`config.mk`:
```
export PLATFORM = sky130hd
export DESIGN_NAME = fetch_unit_flat
export DESIGN_NICKNAME = d
export VERILOG_FILES = /design/src/rtl/fetch_unit_if.sv /design/src/rtl/fetch_unit.sv /design/src/flat_wrapper.sv
export SDC_FILE = /design/constraint.sdc
export NUM_CORES = 1
export LEC_CHECK = 0
export CAP_MARGIN = 10
export CORE_MARGIN = 4
export CORE_UTILIZATION = 46
export CTS_CLUSTER_DIAMETER = 100
export DETAILED_ROUTE_END_ITERATION = 6
export PLACE_DENSITY = 0.81
export SYNTH_ARGS = -nofsm -noshare
export SYNTH_HDL_FRONTEND = slang
export SYNTH_SLANG_ARGS = --single-unit
```
`constraint.sdc`:
```
create_clock -name clk -period 2.55 [get_ports clk]
set_clock_uncertainty 0.1 [all_clocks]
set_input_delay 0.6375 -clock clk [delete_from_list [all_inputs] [get_ports clk]]
set_output_delay 0.6375 -clock clk [all_outputs]
set_load 0.01 [all_outputs]
```
`src/rtl/fetch_unit_if.sv`:
```
// Fetch-stage bus: instruction-memory address/data, redirect controls from
// hazard/EX, and the IF/ID register outputs toward decode.
interface fetch_unit_if #(
    parameter int unsigned BIT_WIDTH = 32
) ();
    logic [BIT_WIDTH-1:0] pc_out;
    logic [BIT_WIDTH-1:0] inst_in;
    logic                 stall;
    logic                 branch_taken;
    logic [BIT_WIDTH-1:0] branch_target;
    logic                 exception;
    logic [BIT_WIDTH-1:0] if_id_pc;
    logic [BIT_WIDTH-1:0] if_id_inst;
    logic                 if_id_valid;
    logic                 halted;
    logic [BIT_WIDTH-1:0] fetch_count;

    modport slave (
        output pc_out, if_id_pc, if_id_inst, if_id_valid, halted, fetch_count,
        input  inst_in, stall, branch_taken, branch_target, exception
    );

    modport master (
        input  pc_out, if_id_pc, if_id_inst, if_id_valid, halted, fetch_count,
        output inst_in, stall, branch_taken, branch_target, exception
    );
endinterface

```
`src/rtl/fetch_unit.sv`:
```
// Instruction-fetch stage: owns the PC, captures the memory word into IF/ID,
// and handles stall, branch/exception redirect and hlt freezing.
//
//   state | meaning
//   RUN   | fetching sequentially, PC advances each unstalled cycle
//   HALT  | hlt delivered; PC frozen, IF/ID fed bubbles until a redirect
module fetch_unit #(
    parameter int unsigned          BIT_WIDTH  = 32,
    parameter logic [BIT_WIDTH-1:0] RESET_PC   = '0,
    parameter logic [BIT_WIDTH-1:0] EXC_VECTOR = BIT_WIDTH'(254),
    parameter logic [5:0]           HLT_OPCODE = 6'h3F
) (
    input  logic         clk,
    input  logic         rst,
    fetch_unit_if.slave  bus
);
    typedef enum logic {RUN = 1'b0, HALT = 1'b1} state_t;

    state_t               state_q,  state_d;
    logic [BIT_WIDTH-1:0] pc_q,     pc_d;
    logic [BIT_WIDTH-1:0] ifid_pc_q, ifid_pc_d;
    logic [BIT_WIDTH-1:0] ifid_inst_q, ifid_inst_d;
    logic                 ifid_valid_q, ifid_valid_d;
    logic [BIT_WIDTH-1:0] count_q,  count_d;
    logic                 is_hlt;

    assign is_hlt = (bus.inst_in[BIT_WIDTH-1 -: 6] == HLT_OPCODE);

    always_comb begin
        state_d      = state_q;
        pc_d         = pc_q;
        ifid_pc_d    = ifid_pc_q;
        ifid_inst_d  = ifid_inst_q;
        ifid_valid_d = ifid_valid_q;
        count_d      = count_q;

        if (bus.exception) begin
            pc_d         = EXC_VECTOR;
            ifid_pc_d    = '0;
            ifid_inst_d  = '0;
            ifid_valid_d = 1'b0;
            state_d      = RUN;
        end else if (bus.branch_taken) begin
            pc_d         = bus.branch_target;
            ifid_pc_d    = '0;
            ifid_inst_d  = '0;
            ifid_valid_d = 1'b0;
            state_d      = RUN;
        end else if (bus.stall) begin
            // everything holds; defaults already cover it
        end else if (state_q == HALT) begin
            ifid_pc_d    = '0;
            ifid_inst_d  = '0;
            ifid_valid_d = 1'b0;
        end else begin
            ifid_pc_d    = pc_q;
            ifid_inst_d  = bus.inst_in;
            ifid_valid_d = 1'b1;
            count_d      = count_q + 1'b1;
            if (is_hlt) begin
                state_d = HALT;
            end else begin
                pc_d = pc_q + 1'b1;
            end
        end
    end

    always_ff @(posedge clk or negedge rst) begin
        if (!rst) begin
            state_q      <= RUN;
            pc_q         <= RESET_PC;
            ifid_pc_q    <= '0;
            ifid_inst_q  <= '0;
            ifid_valid_q <= 1'b0;
            count_q      <= '0;
        end else begin
            state_q      <= state_d;
            pc_q         <= pc_d;
            ifid_pc_q    <= ifid_pc_d;
            ifid_inst_q  <= ifid_inst_d;
            ifid_valid_q <= ifid_valid_d;
            count_q      <= count_d;
        end
    end

    assign bus.pc_out      = pc_q;
    assign bus.if_id_pc    = ifid_pc_q;
    assign bus.if_id_inst  = ifid_inst_q;
    assign bus.if_id_valid = ifid_valid_q;
    assign bus.halted      = (state_q == HALT);
    assign bus.fetch_count = count_q;
endmodule
```
`src/flat_wrapper.sv`:
```
// flat-port wrapper written by rule: the top's interface ports become plain ports
module fetch_unit_flat 
#(
    parameter int unsigned          BIT_WIDTH  = 32,
    parameter logic [BIT_WIDTH-1:0] RESET_PC   = '0,
    parameter logic [BIT_WIDTH-1:0] EXC_VECTOR = BIT_WIDTH'(254),
    parameter logic [5:0]           HLT_OPCODE = 6'h3F
)
  (clk, rst, bus_pc_out, bus_if_id_pc, bus_if_id_inst, bus_if_id_valid, bus_halted, bus_fetch_count, bus_inst_in, bus_stall, bus_branch_taken, bus_branch_target, bus_exception);
  fetch_unit_if #(.BIT_WIDTH(BIT_WIDTH)) bus_i ();
  input  logic clk;
  input  logic rst;
  output wire logic [$bits(bus_i.pc_out)-1:0] bus_pc_out;
  output wire logic [$bits(bus_i.if_id_pc)-1:0] bus_if_id_pc;
  output wire logic [$bits(bus_i.if_id_inst)-1:0] bus_if_id_inst;
  output wire logic [$bits(bus_i.if_id_valid)-1:0] bus_if_id_valid;
  output wire logic [$bits(bus_i.halted)-1:0] bus_halted;
  output wire logic [$bits(bus_i.fetch_count)-1:0] bus_fetch_count;
  input wire logic [$bits(bus_i.inst_in)-1:0] bus_inst_in;
  input wire logic [$bits(bus_i.stall)-1:0] bus_stall;
  input wire logic [$bits(bus_i.branch_taken)-1:0] bus_branch_taken;
  input wire logic [$bits(bus_i.branch_target)-1:0] bus_branch_target;
  input wire logic [$bits(bus_i.exception)-1:0] bus_exception;
  assign bus_pc_out = bus_i.pc_out;
  assign bus_if_id_pc = bus_i.if_id_pc;
  assign bus_if_id_inst = bus_i.if_id_inst;
  assign bus_if_id_valid = bus_i.if_id_valid;
  assign bus_halted = bus_i.halted;
  assign bus_fetch_count = bus_i.fetch_count;
  assign bus_i.inst_in = bus_inst_in;
  assign bus_i.stall = bus_stall;
  assign bus_i.branch_taken = bus_branch_taken;
  assign bus_i.branch_target = bus_branch_target;
  assign bus_i.exception = bus_exception;
  fetch_unit #(.BIT_WIDTH(BIT_WIDTH), .RESET_PC(RESET_PC), .EXC_VECTOR(EXC_VECTOR), .HLT_OPCODE(HLT_OPCODE)) u_core (.clk(clk), .rst(rst), .bus(bus_i));
endmodule
```
==> results of run 1 <==
## worst max path at each step
stage	startpoint	to	slack, ps	depth (start not counted)
3_5_place_dp	bus_exception	u_core.bus.fetch_count[22]$_DFFE_PN0P_	-90	7
5_1_grt	bus_exception	u_core.bus.fetch_count[22]$_DFFE_PN0P_	70	7
4_1_cts	bus_exception	u_core.bus.fetch_count[22]$_DFFE_PN0P_	260	7
3_3_place_gp	bus_exception	u_core.bus.fetch_count[22]$_DFFE_PN0P_	-90	7
2_1_floorplan	bus_exception	u_core.bus.fetch_count[31]$_DFFE_PN0P_	440	7
6_report	bus_exception	u_core.bus.fetch_count[22]$_DFFE_PN0P_	280	7
## cells in the final DEF (no fill, tap or decap), drive strengths merged, types with 2 or more instances in the layout
cell and instances:
a21oi 16, a22o 63, a22oi 2, and2 4
and3 9, and4 4, buf 31, bufinv 3
clkbuf 19, clkdlybuf4s50 197, clkinv 5, clkinvlp 3
dfrtp 130, ha 2, inv 28, mux2i 3
nand2 43, nand2b 3, nand3 16, nand4 8
nor2 19, nor2b 4, nor3 27, nor4 16
o211ai 3, o21a 15, o21ai 11, o22ai 2
or2 2, xnor2 28, xor2 30
## flip-flops by register name (all words and copies together), names as in the netlist
| signal | flops |
|---|---|
| u_core.bus.fetch_count | 32 |
| u_core.bus.halted | 1 |
| u_core.bus.if_id_inst | 32 |
| u_core.bus.if_id_pc | 32 |
| u_core.bus.if_id_valid | 1 |
| u_core.bus.pc_out | 32 |
## metal layers
layer | up-vias | global-route usage (%)
met3 | 30 | 8.75
li1 | 2294 | -
met2 | 221 | 38.3
met5 | - | 0
met1 | 2431 | 31.1
met4 | 0 | 9.16
## critical path, delay by kind of cell
| family | cells | cell delay [ps] |
|---|---|---|
| simple gates | 4 | 1110 |
| buf+inv | 2 | 590 |
| xor+xnor | 1 | 170 |
## report_power, final
group          switching (mW)  leakage (nW)  internal [mW]  total, mW
combinational           0.329          1.88          0.391      0.720
sequential              0.115          1.72           2.16       2.28
clock                   0.906         0.291           1.59       2.49
total                    1.35          3.89           4.14       5.49
## metrics by stage
stage / cells / hold slack, ps / total power, mW
global route: 920 / 70.5 / 5.67
detailed placement: 889 / 369 / 3.03
floorplan: 521 / 242 / 2.56
global placement: 889 / 361 / 3.00
CTS: 920 / 50.1 / 5.52
finish: 920 / 43.0 / 5.49
## layout make-up
class                   count  area, sq um  share of cell area (%)
well taps                 168          210                    2.41
clock buffers              19          453                    5.20
inverters                  27          101                    1.16
repair buffers            228         2230                    25.6
flip-flops and latches    130         3250                    37.3
multi-input cells         336         2300                    26.5
clock inverters            12          158                    1.81
## kinds of logic after synthesis
group	Yosys count	synth area share [%]
AO/OA/AOI/OAI	114	15.0
XOR/XNOR	58	8.77
adder cells (fa/ha/maj)	2	0.432
buffers and inverters	55	4.02
flip-flops	130	56.2
multiplexers	4	0.713
AND/OR/NAND/NOR	158	14.9
==> flow_summary_export.csv, run 1 <==
group,metric,value,unit
clock_tree,cts_resized,0,
clock_tree,htreeDepth,4,
yosys,synth.ff_latch_count,130,
route,ant_nets,0,
sta,period_needed,2270,ps
layout,area_growth,50.5,%
yosys,yosysMostFrequentCell,"dfrtp_1",
sta,clock.fmax,440,MHz
setup_path,path_max_fanout,4,
placed_design,dpl_cell_area,8100,sq um
flow_run,maxCapViolCount,0,
clock_tree,clk_pin_slew_worst_paths,60,ps
clock_tree,clockBufferDepth,2,
yosys,synth_largest_area_cell,"dfrtp_1",
yosys,synth_edf_count,0,
grt,grt_pass1_wl,27.5,mm
layout,fin_area,8710,sq um
setup_path,reg2reg_depth,5,
clock_tree,root_buffer,"clkbuf_16",
clock_tree,post_cts_buffers,0,
yosys,yosys.cell_types.count,43,
setup_path,cp_slowest_cell,"clkdlybuf4s50_1",
yosys,ys.flop_type,"dfrtp_1",
layout,final_util,71.6,%
placed_design,place_hpwl,12.2,mm
clock_tree,cts_tree,"built",
floorplan,fp-row-count,40,
sta,final_max_slew_viol_count,0,
layout,drive_gt1_share,10.1,%
floorplan,fp.dieW,120,um
grt,grt_pass1_vias,5158,
floorplan,core,12200,sq um
sta,timing.final.crit_share,89.1,%
sta,rsz0062_at_grt,"false",
placed_design,finalWeightedCongestion,0.841,
setup_path,crit_required,2790,ps
power_and_ir_drop,p_per_area,630,nW/um^2
yosys,ys_top_cells_by_count,"130 x dfrtp_1, 62 x a22o_1, 43 x nand2_1",
grt,overflow,0,
power_and_ir_drop,vdd_drop_max,0.000404,V
layout,fillers,867,
route,met2RoutedLength,8.06,mm
route,wl_met3,1.56,mm
sta,setup_tns,0,ps
floorplan,io_pins,199,
placed_design,dp_slack,-93.7,ps
route,drt_wl_total,17.1,mm
clock_tree,hold_buffers,0,
sta,setup_viol,0,
sta,hold_viol,0,
yosys,ys_top_cells_by_area,"dfrtp_1 56%, a22o_1 9.4%, xor2_1 4.5%",
grt,grt_usage,24.4,%
yosys,synthArstFlopShare,100,%
clock_tree,cts.sinks,130,
setup_path,r2r_end,"u_core.bus.pc_out[21]$_DFFE_PN0P_",
grt,grt_max_degree,48,
power_and_ir_drop,p_leak,3.89,nW
setup_path,critPathCaptureType,"flop",
yosys,ys_seq_area_share,56.2,%
setup_path,ff2ff_setup_slack,360,ps
setup_path,worstPathArrival,2510,ps
route,drt_drc_violations_left,0,
sta,slew_headroom,68.9,%
setup_path,startpoint_type,"primary input",
yosys,synth_nets,592,
yosys,ys.warnings.count,0,
hold_path,hp-class,"in -> async",
outcome,outcome,"completed",
setup_path,max_stage_delay,460,ps
route,post_drt_wl_per_cell,18.6,um
yosys,netlist_area,5790,sq um
grt,antenna_found_initial,0,
floorplan,die_area,14400,sq um
floorplan,die_h,120,um
yosys,synth_top_area_share,56.2,%
route,drt_pre_antenna_iters,4,
setup_path,path_cells,"clkdlybuf4s50_1 > nor4_4 > and3_1 > buf_4 > nand3_1 > nor4_1 > xor2_1",
sta,finalWorstSetupSlack,278,ps
route,num_vias,4976,
sta,worst_pin_slew,465,ps
placed_design,port_buffers,198,
layout,diodes,0,
layout,nets,811,
floorplan,start_util,47.6,%
yosys,synth_cells,521,
route,dr.max_layer_used,"met4",
route,drt-initial-drc-count,307,
yosys,avgSynthCellArea,11.1,sq um
route,routed_via_density,5.41,
clock_tree,cts_made_buffers,17,
setup_path,r2r-start,"u_core.bus.pc_out[2]$_DFFE_PN0P_",
setup_path,path_class,"in -> reg",
clock_tree,clock_latency,420,ps
route,wl_met1,7.11,mm
Power figures use the tool's default switching activity.
==> run 2, diff against run 1 <==
--- a/config.mk
+++ b/config.mk
@@ -5,6 +5,7 @@
 export SDC_FILE = /design/constraint.sdc
 export NUM_CORES = 1
 export LEC_CHECK = 0
+export ABC_CLOCK_PERIOD_IN_PS = 2550
 export CAP_MARGIN = 10
 export CORE_MARGIN = 4
 export CORE_UTILIZATION = 46
==> results of run 2 <==
The final DEF is identical to that of run 1; final timing and power are the same.
